### src/rtl/seg_digit_scanner_if.sv
// Bus between the 7-segment digit scanner and its surroundings: display value in,
// multiplexed digit, anode enables, slot index and frame pulse out.
interface seg_digit_scanner_if #(
  parameter int NUM_DIGITS = 4
);
  localparam int IDX_W = $clog2(NUM_DIGITS);

  logic [4*NUM_DIGITS-1:0] value_in;
  logic                    load;
  logic [3:0]              digit_out;
  logic [NUM_DIGITS-1:0]   anode_n;
  logic [IDX_W-1:0]        digit_idx;
  logic                    frame_done;

  modport master (
    output value_in, load,
    input  digit_out, anode_n, digit_idx, frame_done
  );

  modport slave (
    input  value_in, load,
    output digit_out, anode_n, digit_idx, frame_done
  );
endinterface

### src/rtl/seg_digit_scanner.sv
// Time-multiplexed digit scanner with tear-free frame latching and per-slot guard interval.
// Optional leading-zero blanking when SEG_LEADING_ZERO_BLANK_EN is defined.
module seg_digit_scanner #(
  parameter int NUM_DIGITS   = 4,
  parameter int REFRESH_DIV  = 50000,
  parameter int GUARD_CYCLES = 16
) (
  input  logic              clk,
  input  logic              rst,
  seg_digit_scanner_if.slave bus
);
  localparam int CNT_W  = $clog2(REFRESH_DIV);
  localparam int IDX_W  = $clog2(NUM_DIGITS);
  localparam int DATA_W = 4 * NUM_DIGITS;

  localparam logic [CNT_W-1:0] CNT_LAST  = CNT_W'(REFRESH_DIV - 1);
  localparam logic [IDX_W-1:0] IDX_LAST  = IDX_W'(NUM_DIGITS - 1);
  localparam logic [CNT_W:0]   GUARD_LIM = (CNT_W + 1)'(GUARD_CYCLES);

  typedef enum logic {GUARD, DRIVE} state_t;

  state_t                state_reg, state_next;
  logic [CNT_W-1:0]      cnt_reg, cnt_next;
  logic [IDX_W-1:0]      idx_reg, idx_next;
  logic [DATA_W-1:0]     disp_reg, disp_next;
  logic [DATA_W-1:0]     pend_reg, pend_next;
  logic                  pend_valid_reg, pend_valid_next;
  logic [NUM_DIGITS-1:0] anode_n_reg, anode_n_next;
  logic [3:0]            digit_out_reg, digit_out_next;
  logic                  frame_done_reg, frame_done_next;
  logic                  slot_wrap, frame_boundary;

  logic [3:0]            nib [NUM_DIGITS];
  logic [NUM_DIGITS-1:0] blank;

  // Counters, display latch and guard/drive sequencing.
  always_comb begin
    cnt_next        = cnt_reg + 1'b1;
    idx_next        = idx_reg;
    disp_next       = disp_reg;
    pend_next       = pend_reg;
    pend_valid_next = pend_valid_reg;
    state_next      = state_reg;

    slot_wrap      = (cnt_reg == CNT_LAST);
    frame_boundary = slot_wrap && (idx_reg == IDX_LAST);

    if (slot_wrap) begin
      cnt_next = '0;
      idx_next = (idx_reg == IDX_LAST) ? '0 : idx_reg + 1'b1;
    end

    // A load landing on the boundary bypasses pend so it is shown in the very next frame.
    if (bus.load) begin
      if (frame_boundary) begin
        disp_next       = bus.value_in;
        pend_valid_next = 1'b0;
      end else begin
        pend_next       = bus.value_in;
        pend_valid_next = 1'b1;
      end
    end else if (frame_boundary && pend_valid_reg) begin
      disp_next       = pend_reg;
      pend_valid_next = 1'b0;
    end

    case (state_reg)
      GUARD:   if ({1'b0, cnt_next} >= GUARD_LIM) state_next = DRIVE;
      DRIVE:   if (slot_wrap && (GUARD_CYCLES > 0)) state_next = GUARD;
      default: state_next = GUARD;
    endcase
  end

  generate
    for (genvar gi = 0; gi < NUM_DIGITS; gi++) begin : g_digit
      assign nib[gi] = disp_next[4*gi +: 4];
`ifdef SEG_LEADING_ZERO_BLANK_EN
      if (gi == 0) begin : g_first
        assign blank[gi] = 1'b0;
      end else begin : g_upper
        assign blank[gi] = ~|disp_next[DATA_W-1:4*gi];
      end
`else
      assign blank[gi] = 1'b0;
`endif
    end
  endgenerate

  // Outputs are decoded from next-state values so the registered outputs line up with cnt/idx.
  always_comb begin
    anode_n_next    = '1;
    digit_out_next  = nib[idx_next];
    frame_done_next = (cnt_next == CNT_LAST) && (idx_next == IDX_LAST);
    if ((state_next == DRIVE) && !blank[idx_next]) begin
      anode_n_next[idx_next] = 1'b0;
    end
  end

  always_ff @(posedge clk) begin
    if (rst) begin
      state_reg      <= GUARD;
      cnt_reg        <= '0;
      idx_reg        <= '0;
      disp_reg       <= '0;
      pend_reg       <= '0;
      pend_valid_reg <= 1'b0;
      anode_n_reg    <= '1;
      digit_out_reg  <= '0;
      frame_done_reg <= 1'b0;
    end else begin
      state_reg      <= state_next;
      cnt_reg        <= cnt_next;
      idx_reg        <= idx_next;
      disp_reg       <= disp_next;
      pend_reg       <= pend_next;
      pend_valid_reg <= pend_valid_next;
      anode_n_reg    <= anode_n_next;
      digit_out_reg  <= digit_out_next;
      frame_done_reg <= frame_done_next;
    end
  end

  assign bus.anode_n    = anode_n_reg;
  assign bus.digit_out  = digit_out_reg;
  assign bus.digit_idx  = idx_reg;
  assign bus.frame_done = frame_done_reg;
endmodule
### src/flat_wrapper.sv
// flat-port wrapper written by rule: the top's interface ports become plain ports
module seg_digit_scanner_flat 
#(
  parameter int NUM_DIGITS   = 4,
  parameter int REFRESH_DIV  = 50000,
  parameter int GUARD_CYCLES = 16
)
  (clk, rst, bus_value_in, bus_load, bus_digit_out, bus_anode_n, bus_digit_idx, bus_frame_done);
  seg_digit_scanner_if #(.NUM_DIGITS(NUM_DIGITS)) bus_i ();
  input  logic clk;
  input  logic rst;
  input wire logic [$bits(bus_i.value_in)-1:0] bus_value_in;
  input wire logic [$bits(bus_i.load)-1:0] bus_load;
  output wire logic [$bits(bus_i.digit_out)-1:0] bus_digit_out;
  output wire logic [$bits(bus_i.anode_n)-1:0] bus_anode_n;
  output wire logic [$bits(bus_i.digit_idx)-1:0] bus_digit_idx;
  output wire logic [$bits(bus_i.frame_done)-1:0] bus_frame_done;
  assign bus_i.value_in = bus_value_in;
  assign bus_i.load = bus_load;
  assign bus_digit_out = bus_i.digit_out;
  assign bus_anode_n = bus_i.anode_n;
  assign bus_digit_idx = bus_i.digit_idx;
  assign bus_frame_done = bus_i.frame_done;
  seg_digit_scanner #(.NUM_DIGITS(NUM_DIGITS), .REFRESH_DIV(REFRESH_DIV), .GUARD_CYCLES(GUARD_CYCLES)) u_core (.clk(clk), .rst(rst), .bus(bus_i));
endmodule
### config.mk
export PLATFORM = sky130hd
export DESIGN_NAME = seg_digit_scanner_flat
export DESIGN_NICKNAME = d
export VERILOG_FILES = /design/src/rtl/seg_digit_scanner_if.sv /design/src/rtl/seg_digit_scanner.sv /design/src/flat_wrapper.sv
export SDC_FILE = /design/constraint.sdc
export NUM_CORES = 1
export LEC_CHECK = 0
export CORE_ASPECT_RATIO = 1.25
export CORE_MARGIN = 2
export CORE_UTILIZATION = 61
export DETAILED_ROUTE_END_ITERATION = 16
export PLACE_DENSITY = 0.84
export SLEW_MARGIN = 30
export SYNTH_ARGS = -nofsm -noshare
export SYNTH_HDL_FRONTEND = slang
export SYNTH_SLANG_ARGS = --single-unit
### constraint.sdc
create_clock -name clk -period 5.8 [get_ports clk]
set_input_delay 1.16 -clock clk [delete_from_list [all_inputs] [get_ports clk]]
set_output_delay 1.16 -clock clk [all_outputs]
set_load 0.02 [all_outputs]
Word level (Yosys, flattened, before mapping)
Cells that the tools add are included.
- add/sub/neg operators: 2
- $mul: 0
- div/mod/pow operators: 0
- order comparisons: 4
- equal/unequal tests: 4
- shift operators: 0
- mux-type cells: 19
- bitwise gates (word level): 5
- reductions and logical operators: 9
- operators with widths (cell ; number):
    two-way mux 16 bit ; 4
    equality test 16 bit, second input constant ; 2
    adder 16 x 1 -> 16 bit, second input constant ; 1
    >= comparator 16 x 5 -> 1 bit, second input constant ; 1
    binary-select mux 4 bit (select 2 bit) ; 1
    two-way mux 4 bit ; 2
    two-way mux 1 bit ; 7
    logical AND 1 bit ; 5
    equality test 2 bit, second input constant ; 2
    two-way mux 2 bit ; 2
    inverter 4 bit ; 1
    >= comparator 3 bit, second input constant ; 1
    less-than comparator 2 x 3 -> 1 bit, second input constant ; 1
    inverter 1 bit ; 3
    inverter 2 -> 3 bit ; 1
    adder 2 x 1 -> 2 bit, second input constant ; 1
    binary-select mux 1 bit (select 2 bit) ; 1
    demux 1 bit (select 2 bit) ; 1
    >= comparator 2 x 1 -> 1 bit, second input constant ; 1
    case mux 1 bit (2 select lines) ; 1
    AND reduction 2 bit ; 1
    nonzero test 2 bit ; 1
    OR reduction 2 bit ; 1
    logical NOT 1 bit ; 1
- register bits: 61
- bits in latches: 0
- bits in writable memories: 0
- memory bits (read-only): 0
- bits of input ports: 19
- output and inout bits: 11
- word-level logic and storage cells: 52
- memories kept: 0

Depth between registers and ports, before layout
Gate-level depths: netlist of the first run.
- word-level depth: 9
- gate-level depth with buffers: 10
- depth with buffers taken out: 7

Worst setup path after synthesis of the first run
OpenSTA, ideal clock, no wires.
- kind: input -> register
- from: in bus_load
- to: reg u_core.digit_out_reg[0], in the netlist u_core.bus.digit_out[0]
- library setup time: 124 ps
- arrival time: 2543 ps
- data required time: 5676 ps
- setup slack: 3133 ps
- cell stages on the path: 7
- buffers on the path: 3
- cell sequence: clkbuf_1 > clkbuf_1 > clkbuf_1 > nand4b_1 > o221ai_1 > nor4_1 > a2111o_1
- word-level cells in the longest chain between the ends: 4
- RTL lines (element ; line ; source):
    from (decl) ; flat_wrapper.sv:13 ; input wire logic [$bits(bus_i.load)-1:0] bus_load;
    two-way mux 16 bit ; seg_digit_scanner.sv:54 ; if (bus.load) begin
    binary-select mux 4 bit (select 2 bit) ; seg_digit_scanner.sv:92 ; digit_out_next = nib[idx_next];
    two-way mux 4 bit (implied by the code) (2 in series) ; seg_digit_scanner.sv:92 ;
    to (signal assigned) ; seg_digit_scanner.sv:118 ; digit_out_reg <= digit_out_next;
    to (decl) ; seg_digit_scanner.sv:29 ; logic [3:0] digit_out_reg, digit_out_next;
Every way passes these cells. The select of a mux whose other input is x is not followed.
A chain may end at the register's enable or synchronous reset.

Worst setup path after layout of the first run
- from: reg u_core.cnt_reg[4]
- to: reg u_core.digit_out_reg[2], in the netlist u_core.bus.digit_out[2]
- word-level cells in the longest chain between the ends: 8
- elaborated cells between the ends (all ways): 11
- classes of those cells: eq/ne (1); mux (7); bitwise (1); reduce/logical (2)
- RTL lines (element ; line ; source):
    from (decl) ; seg_digit_scanner.sv:23 ; logic [CNT_W-1:0] cnt_reg, cnt_next;
    from (signal assigned) ; seg_digit_scanner.sv:112 ; cnt_reg <= cnt_next;
    equality test 16 bit * ; seg_digit_scanner.sv:45 ; slot_wrap = (cnt_reg == CNT_LAST);
    logical AND 1 bit ; seg_digit_scanner.sv:46 ; frame_boundary = slot_wrap && (idx_reg == IDX_LAST);
    logical AND 1 bit ; seg_digit_scanner.sv:62 ; end else if (frame_boundary && pend_valid_reg) begin
    two-way mux 16 bit ; seg_digit_scanner.sv:62 ;
    two-way mux 16 bit ; seg_digit_scanner.sv:54 ;
    binary-select mux 4 bit (select 2 bit) * ; seg_digit_scanner.sv:92 ;
    two-way mux 4 bit (implied by the code) * (2 in series) ; seg_digit_scanner.sv:92 ;
Every way passes the cells marked *; elsewhere a longest branch is shown, timed or not. The select of a mux whose other input is x is not followed.

==> flow_metrics.tcl, run 1 <==
set metrics [dict create \
    status "complete, no violations" \
    final_nets 406 \
    rr_startpoint "u_core.cnt_reg[4]" \
    htreeDepth 3 \
    final_cell_mix "nor2_1, dfxtp_1, clkdlybuf4s50_1, mux2i_1" \
    gr-usage-all-layers_pct 26.44 \
    reg2reg_setup_slack_ns 2.57 \
    cts_tree "built" \
    syn_inst 371 \
    layout.cells.most_common "nor2_1" \
    antenna_left 0 \
    cts-resized-gates 0 \
    antenna_found_initial 0 \
    clock_path_buffers 2 \
    ys_types 48 \
    ys_async_sr_fraction_pct 0 \
    clkSinkCount 61 \
    final.min_clock_period_ns 3.231 \
    hold_start "u_core.pend_reg[7]" \
    antennaDiodeCount 0 \
    fin_skew_ns 0.007902 \
    cpPeakStageDelay_ns 0.73 \
    rsz0062_at_grt "false" \
    worstMarginPinSlew_ns 0.8245 \
    synth_nets 393 \
    dieArea_um2 5694 \
    seqCellArea_um2 1222 \
    core_um2 5007 \
    vdd_ir_drop_max_uv 172.2 \
    final-max-slew-violation-count 0 \
    tns_ns 0 \
    grt_pass1_wl_um 11480 \
    grt-ovfl-total 0 \
    path_cells "or4_4, nor2_2, buf_4, and3_1, mux2i_1, nor4_1, or4_1" \
    synth_edf_count 0 \
    yosys_warnings 0 \
    startpoint_type "flop" \
    fill_cells 396 \
    clockRootBuffer "clkbuf_8" \
    route.vias.total 2773 \
    avgRoutedWirePerCell_um 15.75 \
    cp_max_fo 22 \
    first_pass_iters 5 \
    io_pins 30 \
    start_util_pct 62.17 \
    hold-path-endpoint "u_core.pend_reg[7]" \
    criticalPathCategory "reg2reg" \
    drive_gt1_share_pct 7.198 \
    setup_viol_count_final 0 \
    max_freq_ghz 0.3095 \
    rows 29 \
    post-dp-hpwl_um 4900 \
    ys_seq_area_share_pct 39.23 \
    grt_max_degree 57 \
    r2r-end "u_core.bus.digit_out[2]" \
    routed_wl_um 7104 \
    clock_latency_ns 0.34 \
    multi_input_area_um2 1699 \
    reg2regPathDepth 7 \
    slew_headroom_pct 44.62 \
    cp_slowest_cell "mux2i_1" \
    hp-class "reg2reg" \
    holdWs_ns 0.4586 \
    via_per_inst 6.149 \
    gp_congestion 0.8112 \
    ys.flop_type "dfxtp_1" \
    ys_seq_elements 61 \
    hold_buffers 0 \
    dieWidth_um 67.90 \
    cts_buffers 9 \
    leakage_nw 1.372 \
    first_global_vias 2613 \
    min_delay_path_depth 2 \
    netlist_area_um2 3113 \
    cp.arrival_ns 3.45 \
    synth.avg_cell_area_um2 8.391 \
    maxCapViolations 0 \
    fin_crit_sh_pct 55.70 \
    drtIter0Drc 158 \
    power_density_nw_per_um2 255.0 \
    port_buffers 29 \
    die_h_um 83.87 \
    hold_violations 0 \
    area.growth.synth_to_final_pct 14.15 \
    clkTransAtPathRegs_ns 0.07 \
    post-cts-setup-buffers 0 \
    end_kind "flop" \
    required_ns 6.02 \
    drcViolationCount 0 \
]
cell usage after synthesis (10+ instances only):
cell type	instances	area share, %
nor3_1	10	1.6
mux2i_1	16	5.1
nand3_1	14	2.3
nor2_1	77	9.3
dfxtp_1	61	39
nand2_1	12	1.4
nor2b_1	10	2.0
inv_1	11	1.3
nor4_1	14	2.8
clkbuf_1	13	1.6
a31oi_1	10	2.0
how the worst max path moves through the flow:
stage	from	endpoint	slack, ns	depth (start not counted)
final	u_core.cnt_reg[4]	u_core.bus.digit_out[2]	2.57	7
after global routing	u_core.cnt_reg[4]	u_core.bus.digit_out[2]	2.37	7
after CTS	u_core.cnt_reg[4]	u_core.bus.digit_out[2]	2.59	7
after detailed placement	bus_load	u_core.pend_reg[12]	2.44	5
after floorplan	bus_load	u_core.bus.digit_out[0]	3.13	7
after global placement	bus_load	u_core.bus.digit_out[2]	2.47	6
per-stage QoR:
stage | setup WS [ns] | cell area [um^2] | instances | total power [mW] | utilization, %
after detailed placement | 2.439 | 3339 | 435 | 0.5186 | 66.69
after CTS | 2.590 | 3550 | 451 | 0.9100 | 70.89
after floorplan | 3.133 | 3113 | 371 | 0.4943 | -
final | 2.569 | 3553 | 451 | 0.9062 | 70.96
after global placement | 2.467 | 3339 | 435 | 0.5165 | 66.69
after global routing | 2.368 | 3553 | 451 | 0.9361 | 70.96
where the power goes:
group / switching (mW) / internal (mW)
clock network: 0.165 / 0.231
registers: 0.0117 / 0.431
logic: 0.0349 / 0.0329
kinds of logic after synthesis:
family	share of synthesized area, %
AOI/OAI and AO/OA	14.71
DFF	39.23
muxes	5.988
buffers and inverters	6.190
adders and majority gates	1.206
xor gates and xnor gates	3.658
and+or+nand+nor	29.02
cell type report:
| type | count | share of cell area, % |
|---|---|---|
| Multi-Input combinational cell | 270 | 47.82 |
| Clock buffer | 12 | 4.648 |
| Timing Repair Buffer | 31 | 8.521 |
| Inverter | 11 | 1.162 |
| Tap cell | 62 | 2.183 |
| Sequential cell | 61 | 34.40 |
| Clock inverter | 4 | 1.268 |
worst max-delay path, delay by kind of cell, from the launching register on:
kind	cells	cell delay, ns
AND/OR/NAND/NOR	5	1.72
multiplexers	1	0.73
flip-flops	1	0.39
buffers and inverters	1	0.26
per-layer routing:
metal,GRT usage [%],routed length (um),up-vias
met5,0,0,-
met4,14.00,247,0
met3,6.343,360,24
met2,43.85,3544,100
met1,30.52,2952,1289
li1,-,-,1360
Power figures use the tool's default switching activity.
==> run 2: changes to the inputs <==
- CORE_UTILIZATION: 61 -> 51
- PLACE_DENSITY: 0.84 -> 0.75
- clock period: 5.8 -> 2.9 ns (I/O delays scaled with it)
==> flow_metrics.tcl, run 2 (synthesis results as in run 1) <==
set metrics [dict create \
    antenna_left 0 \
    final_nets 419 \
    dieWidth_um 73.88 \
    hp-class "reg2reg" \
    die_h_um 91.35 \
    area.growth.synth_to_final_pct 19.98 \
    cts_tree "built" \
    max_freq_ghz 0.3739 \
    final_util_pct 63.77 \
    final.min_clock_period_ns 2.675 \
    swShare_pct 23.16 \
    fin_skew_ns 0.009937 \
    start_util_pct 53.15 \
    startpoint_type "flop" \
    via_per_inst 5.760 \
    antennaDiodeCount 0 \
    cp_max_fo 21 \
    worstMarginPinSlew_ns 0.7513 \
    fin_crit_sh_pct 92.23 \
    placed_area_um2 3487 \
    avgRoutedWirePerCell_um 15.36 \
    hold_violations 0 \
    dp.cells 468 \
    cts_buffers 9 \
    end_kind "flop" \
    status "complete, no violations" \
    required_ns 3.20 \
    layout.cells.most_common "nor2_1" \
    reg2regPathDepth 7 \
    hold_buffers 0 \
    htreeDepth 3 \
    route.vias.total 2788 \
    clkTransAtPathRegs_ns 0.07 \
    p_sw_mw 0.4551 \
    dieArea_um2 6749 \
    min_delay_path_depth 2 \
    final_cell_mix "nor2_1, dfxtp_1, clkdlybuf4s50_1, mux2i_1" \
    gr-usage-all-layers_pct 24.36 \
    drive_gt1_share_pct 9.950 \
    fin_area_um2 3735 \
    rsz0062_at_grt "false" \
    cts-resized-gates 0 \
    reg2reg_setup_slack_ns 0.23 \
    power.share.sequential_pct 44.5 \
    power_density_nw_per_um2 526.1 \
    hold-path-endpoint "u_core.pend_reg[5]" \
    port_buffers 29 \
    post-cts-setup-buffers 0 \
    rows 31 \
    core_um2 5857 \
    clockPowerShare_pct 47.5 \
    clock_latency_ns 0.35 \
    grt_pass1_wl_um 12580 \
    drtIter0Drc 129 \
    vdd_ir_drop_max_uv 355.8 \
    first_pass_iters 4 \
    clock_path_buffers 2 \
    maxCapViolations 0 \
    routed_wl_um 7434 \
    antenna_found_initial 0 \
    criticalPathCategory "reg2reg" \
    hold_start "u_core.pend_reg[5]" \
    setup_viol_count_final 0 \
    fin_cells 484 \
    first_global_vias 2753 \
    clockRootBuffer "clkbuf_8" \
    finalWorstSetupSlack_ns 0.2254 \
    post-dp-hpwl_um 5230 \
    tns_ns 0 \
    grt-ovfl-total 0 \
    clkSinkCount 61 \
    combPwrFrac_pct 7.9 \
    r2r-end "u_core.bus.digit_out[1]" \
    slew_headroom_pct 49.89 \
    drcViolationCount 0 \
    holdWs_ns 0.4620 \
    final-max-slew-violation-count 0 \
    io_pins 30 \
    rr_startpoint "u_core.cnt_reg[4]" \
    leakage_nw 1.451 \
    p_total_mw 1.965 \
    internal_power_mw 1.510 \
    cp.arrival_ns 2.97 \
    dp_worst_setup_slack_ns 0.2486 \
    gp_congestion 0.8746 \
    grt_max_degree 39 \
]
## run 2: worst max-delay path, cell delays in order, from the launching register on
cell and delay, ns:
dfxtp_1 0.38, or4_4 0.58, nor2_2 0.11, buf_4 0.27, and2_1 0.47, nor2_1 0.08, nor4_1 0.50, a2111o_1 0.23
## run 2: power by group through the flow
stage                     combinational, mW  clock, mW  sequential [mW]
final                                 0.156      0.934            0.875
after CTS                             0.156      0.948            0.875
after global placement                0.153          0            0.894
after detailed placement              0.155          0            0.894
after global routing                  0.175      0.978            0.878
after floorplan                      0.0942          0            0.894
## run 2: how the worst max path moves through the flow
stage,startpoint,to,slack [ns],cells after the start
after floorplan,u_core.cnt_reg[4],u_core.bus.digit_out[2],0.34,9
after CTS,u_core.cnt_reg[4],u_core.bus.digit_out[1],0.23,7
after global placement,u_core.cnt_reg[4],u_core.bus.digit_out[1],0.29,7
after global routing,u_core.cnt_reg[4],u_core.bus.digit_out[1],0.02,7
after detailed placement,u_core.cnt_reg[4],u_core.bus.digit_out[1],0.25,7
final,u_core.cnt_reg[4],u_core.bus.digit_out[1],0.23,7
## run 2: final cells by class
cell class	count	area (um^2)
Clock buffer	9	123.9
Clock inverter	7	123.9
Fill cell	517	2122
Inverter	11	41.29
Multi-Input combinational cell	270	1699
Sequential cell	61	1221
Tap cell	82	102.6
Timing Repair Buffer	44	422.9
## run 2: metal layers
layer  global-route usage (%)  vias up  wire (um)
li1                         -     1388          -
met1                    29.15     1317       3195
met2                    40.55       70       3757
met3                    5.660       13        306
met4                    10.76        0        174
met5                        0        -          0
==> run 3: changes to the inputs <==
- REMOVE_ABC_BUFFERS: default -> 1
==> flow_metrics.tcl, run 3 (synthesis results as in run 1) <==
set metrics [dict create \
    layout.cells.most_common "nor2_1" \
    grt-ovfl-total 0 \
    first_global_vias 2768 \
    drtIter0Drc 168 \
    final_nets 421 \
    core_um2 5857 \
    seqCellArea_um2 1221 \
    antenna_found_initial 0 \
    dieArea_um2 6749 \
    start_util_pct 53.15 \
    cp.arrival_ns 2.87 \
    startpoint_type "flop" \
    io_pins 30 \
    clockRootBuffer "clkbuf_8" \
    cts_tree "built" \
    path_cells "ha_1, and3_1, and4_1, buf_4, and2_1, a22oi_1, a2111oi_0, or4_1" \
    hold_violations 0 \
    antennaDiodeCount 0 \
    p_total_mw 1.825 \
    leakage_nw 1.436 \
    antenna_left 0 \
    final-max-slew-violation-count 0 \
    clock_path_buffers 2 \
    end_kind "flop" \
    rows 31 \
    status "complete, no violations" \
    hold_buffers 0 \
    power_density_nw_per_um2 494.8 \
    max_freq_ghz 0.3762 \
    dieWidth_um 73.88 \
    internal_power_mw 1.400 \
    route.vias.total 2861 \
    drcViolationCount 0 \
    first_pass_iters 5 \
    post-dp-hpwl_um 5250 \
    die_h_um 91.35 \
    required_ns 3.11 \
    gp_congestion 0.8716 \
    p_sw_mw 0.4254 \
    via_per_inst 5.887 \
    post-cts-setup-buffers 0 \
    drive_gt1_share_pct 10.15 \
    cp_slowest_cell "or4_1" \
    routed_wl_um 7440 \
    clkTransAtPathRegs_ns 0.06 \
    fill_cells 512 \
    fin_crit_sh_pct 91.66 \
    cts_buffers 9 \
    cp_max_fo 19 \
    cts-resized-gates 0 \
    grt_pass1_wl_um 12680 \
    power.share.sequential_pct 48.0 \
    clkSinkCount 61 \
    multi_input_area_um2 1699 \
    clockPowerShare_pct 43.7 \
    hp-class "reg2reg" \
    maxCapViolations 0 \
    final_util_pct 62.98 \
    finalWorstSetupSlack_ns 0.2419 \
    tns_ns 0 \
    dp_worst_setup_slack_ns 0.2749 \
    area.growth.synth_to_final_pct 18.49 \
    clock_latency_ns 0.34 \
    cpPeakStageDelay_ns 0.48 \
    criticalPathCategory "reg2reg" \
    grt_max_degree 33 \
    setup_viol_count_final 0 \
    htreeDepth 3 \
    swShare_pct 23.31 \
    slew_headroom_pct 45.20 \
    gr-usage-all-layers_pct 24.07 \
    vdd_ir_drop_max_uv 334.1 \
    rsz0062_at_grt "false" \
    final_cell_mix "nor2_1, dfxtp_1, clkdlybuf4s50_1, buf_4, mux2i_1" \
    final.min_clock_period_ns 2.658 \
    avgRoutedWirePerCell_um 15.31 \
    port_buffers 29 \
    worstMarginPinSlew_ns 0.8216 \
    combPwrFrac_pct 8.4 \
    fin_skew_ns 0.006388 \
]
==> run 3: cell types whose count changed in the layout (fill, tap and decap cells not counted) <==
cell / previous run / this run
clkbuf_8: 9 / 12
buf_12: 2 / 0
clkinv_2: 0 / 1
bufinv_16: 3 / 1
buf_4: 13 / 17
clkinv_4: 3 / 0
clkbuf_1: 0 / 1
==> run 3: critical path: cells and delay by family, from the launching register on <==
| kind | cells | cell delay (ns) |
|---|---|---|
| buf+inv | 1 | 0.20 |
| flops | 1 | 0.35 |
| simple gates | 4 | 1.25 |
| compound gates | 2 | 0.48 |
| fa+ha+maj | 1 | 0.25 |
==> run 3: cell type report <==
cell class                 instances  area share [%]
clock buffer                      13           4.579
clock inverter                     3           1.153
inverter                          11           1.119
multi-input combinational        270           46.07
sequential                        61           33.11
tap                               82           2.782
timing repair buffer              46           11.19
==> run 3: path summary, 6_finish.rpt <==
check                           start                      end  slack (ns)  cells after the start
hold reg to reg   u_core.pend_reg[14]      u_core.pend_reg[14]        0.46                      2
setup reg to reg    u_core.cnt_reg[0]  u_core.bus.digit_out[2]        0.24                      8
setup / recovery    u_core.cnt_reg[0]  u_core.bus.digit_out[2]        0.24                      8
hold / removal    u_core.pend_reg[14]      u_core.pend_reg[14]        0.46                      2
==> run 3: power groups by stage <==
stage	clock network, mW	logic, mW	registers (mW)
after global routing	0.848	0.170	0.878
after detailed placement	0	0.153	0.894
after global placement	0	0.150	0.893
after floorplan	0	0.0712	0.899
final	0.797	0.153	0.875
after CTS	0.812	0.153	0.875
==> run 3: per-stage QoR <==
step           instance area [um^2]  std cells  hold WS [ns]
2_1_floorplan                  2962        342        0.4303
3_3_place_gp                   3477        470        0.4450
3_5_place_dp                   3477        470        0.4486
4_1_cts                        3689        486        0.4570
5_1_grt                        3689        486        0.4775
6_report                       3689        486        0.4584
==> run 3: metal layers <==
metal	up-vias	global-route usage [%]	share of wire, %
li1	1396	-	-
met1	1366	29.71	43
met2	88	39.81	51
met3	11	4.772	4.6
met4	0	10.30	1.6
met5	-	0	0
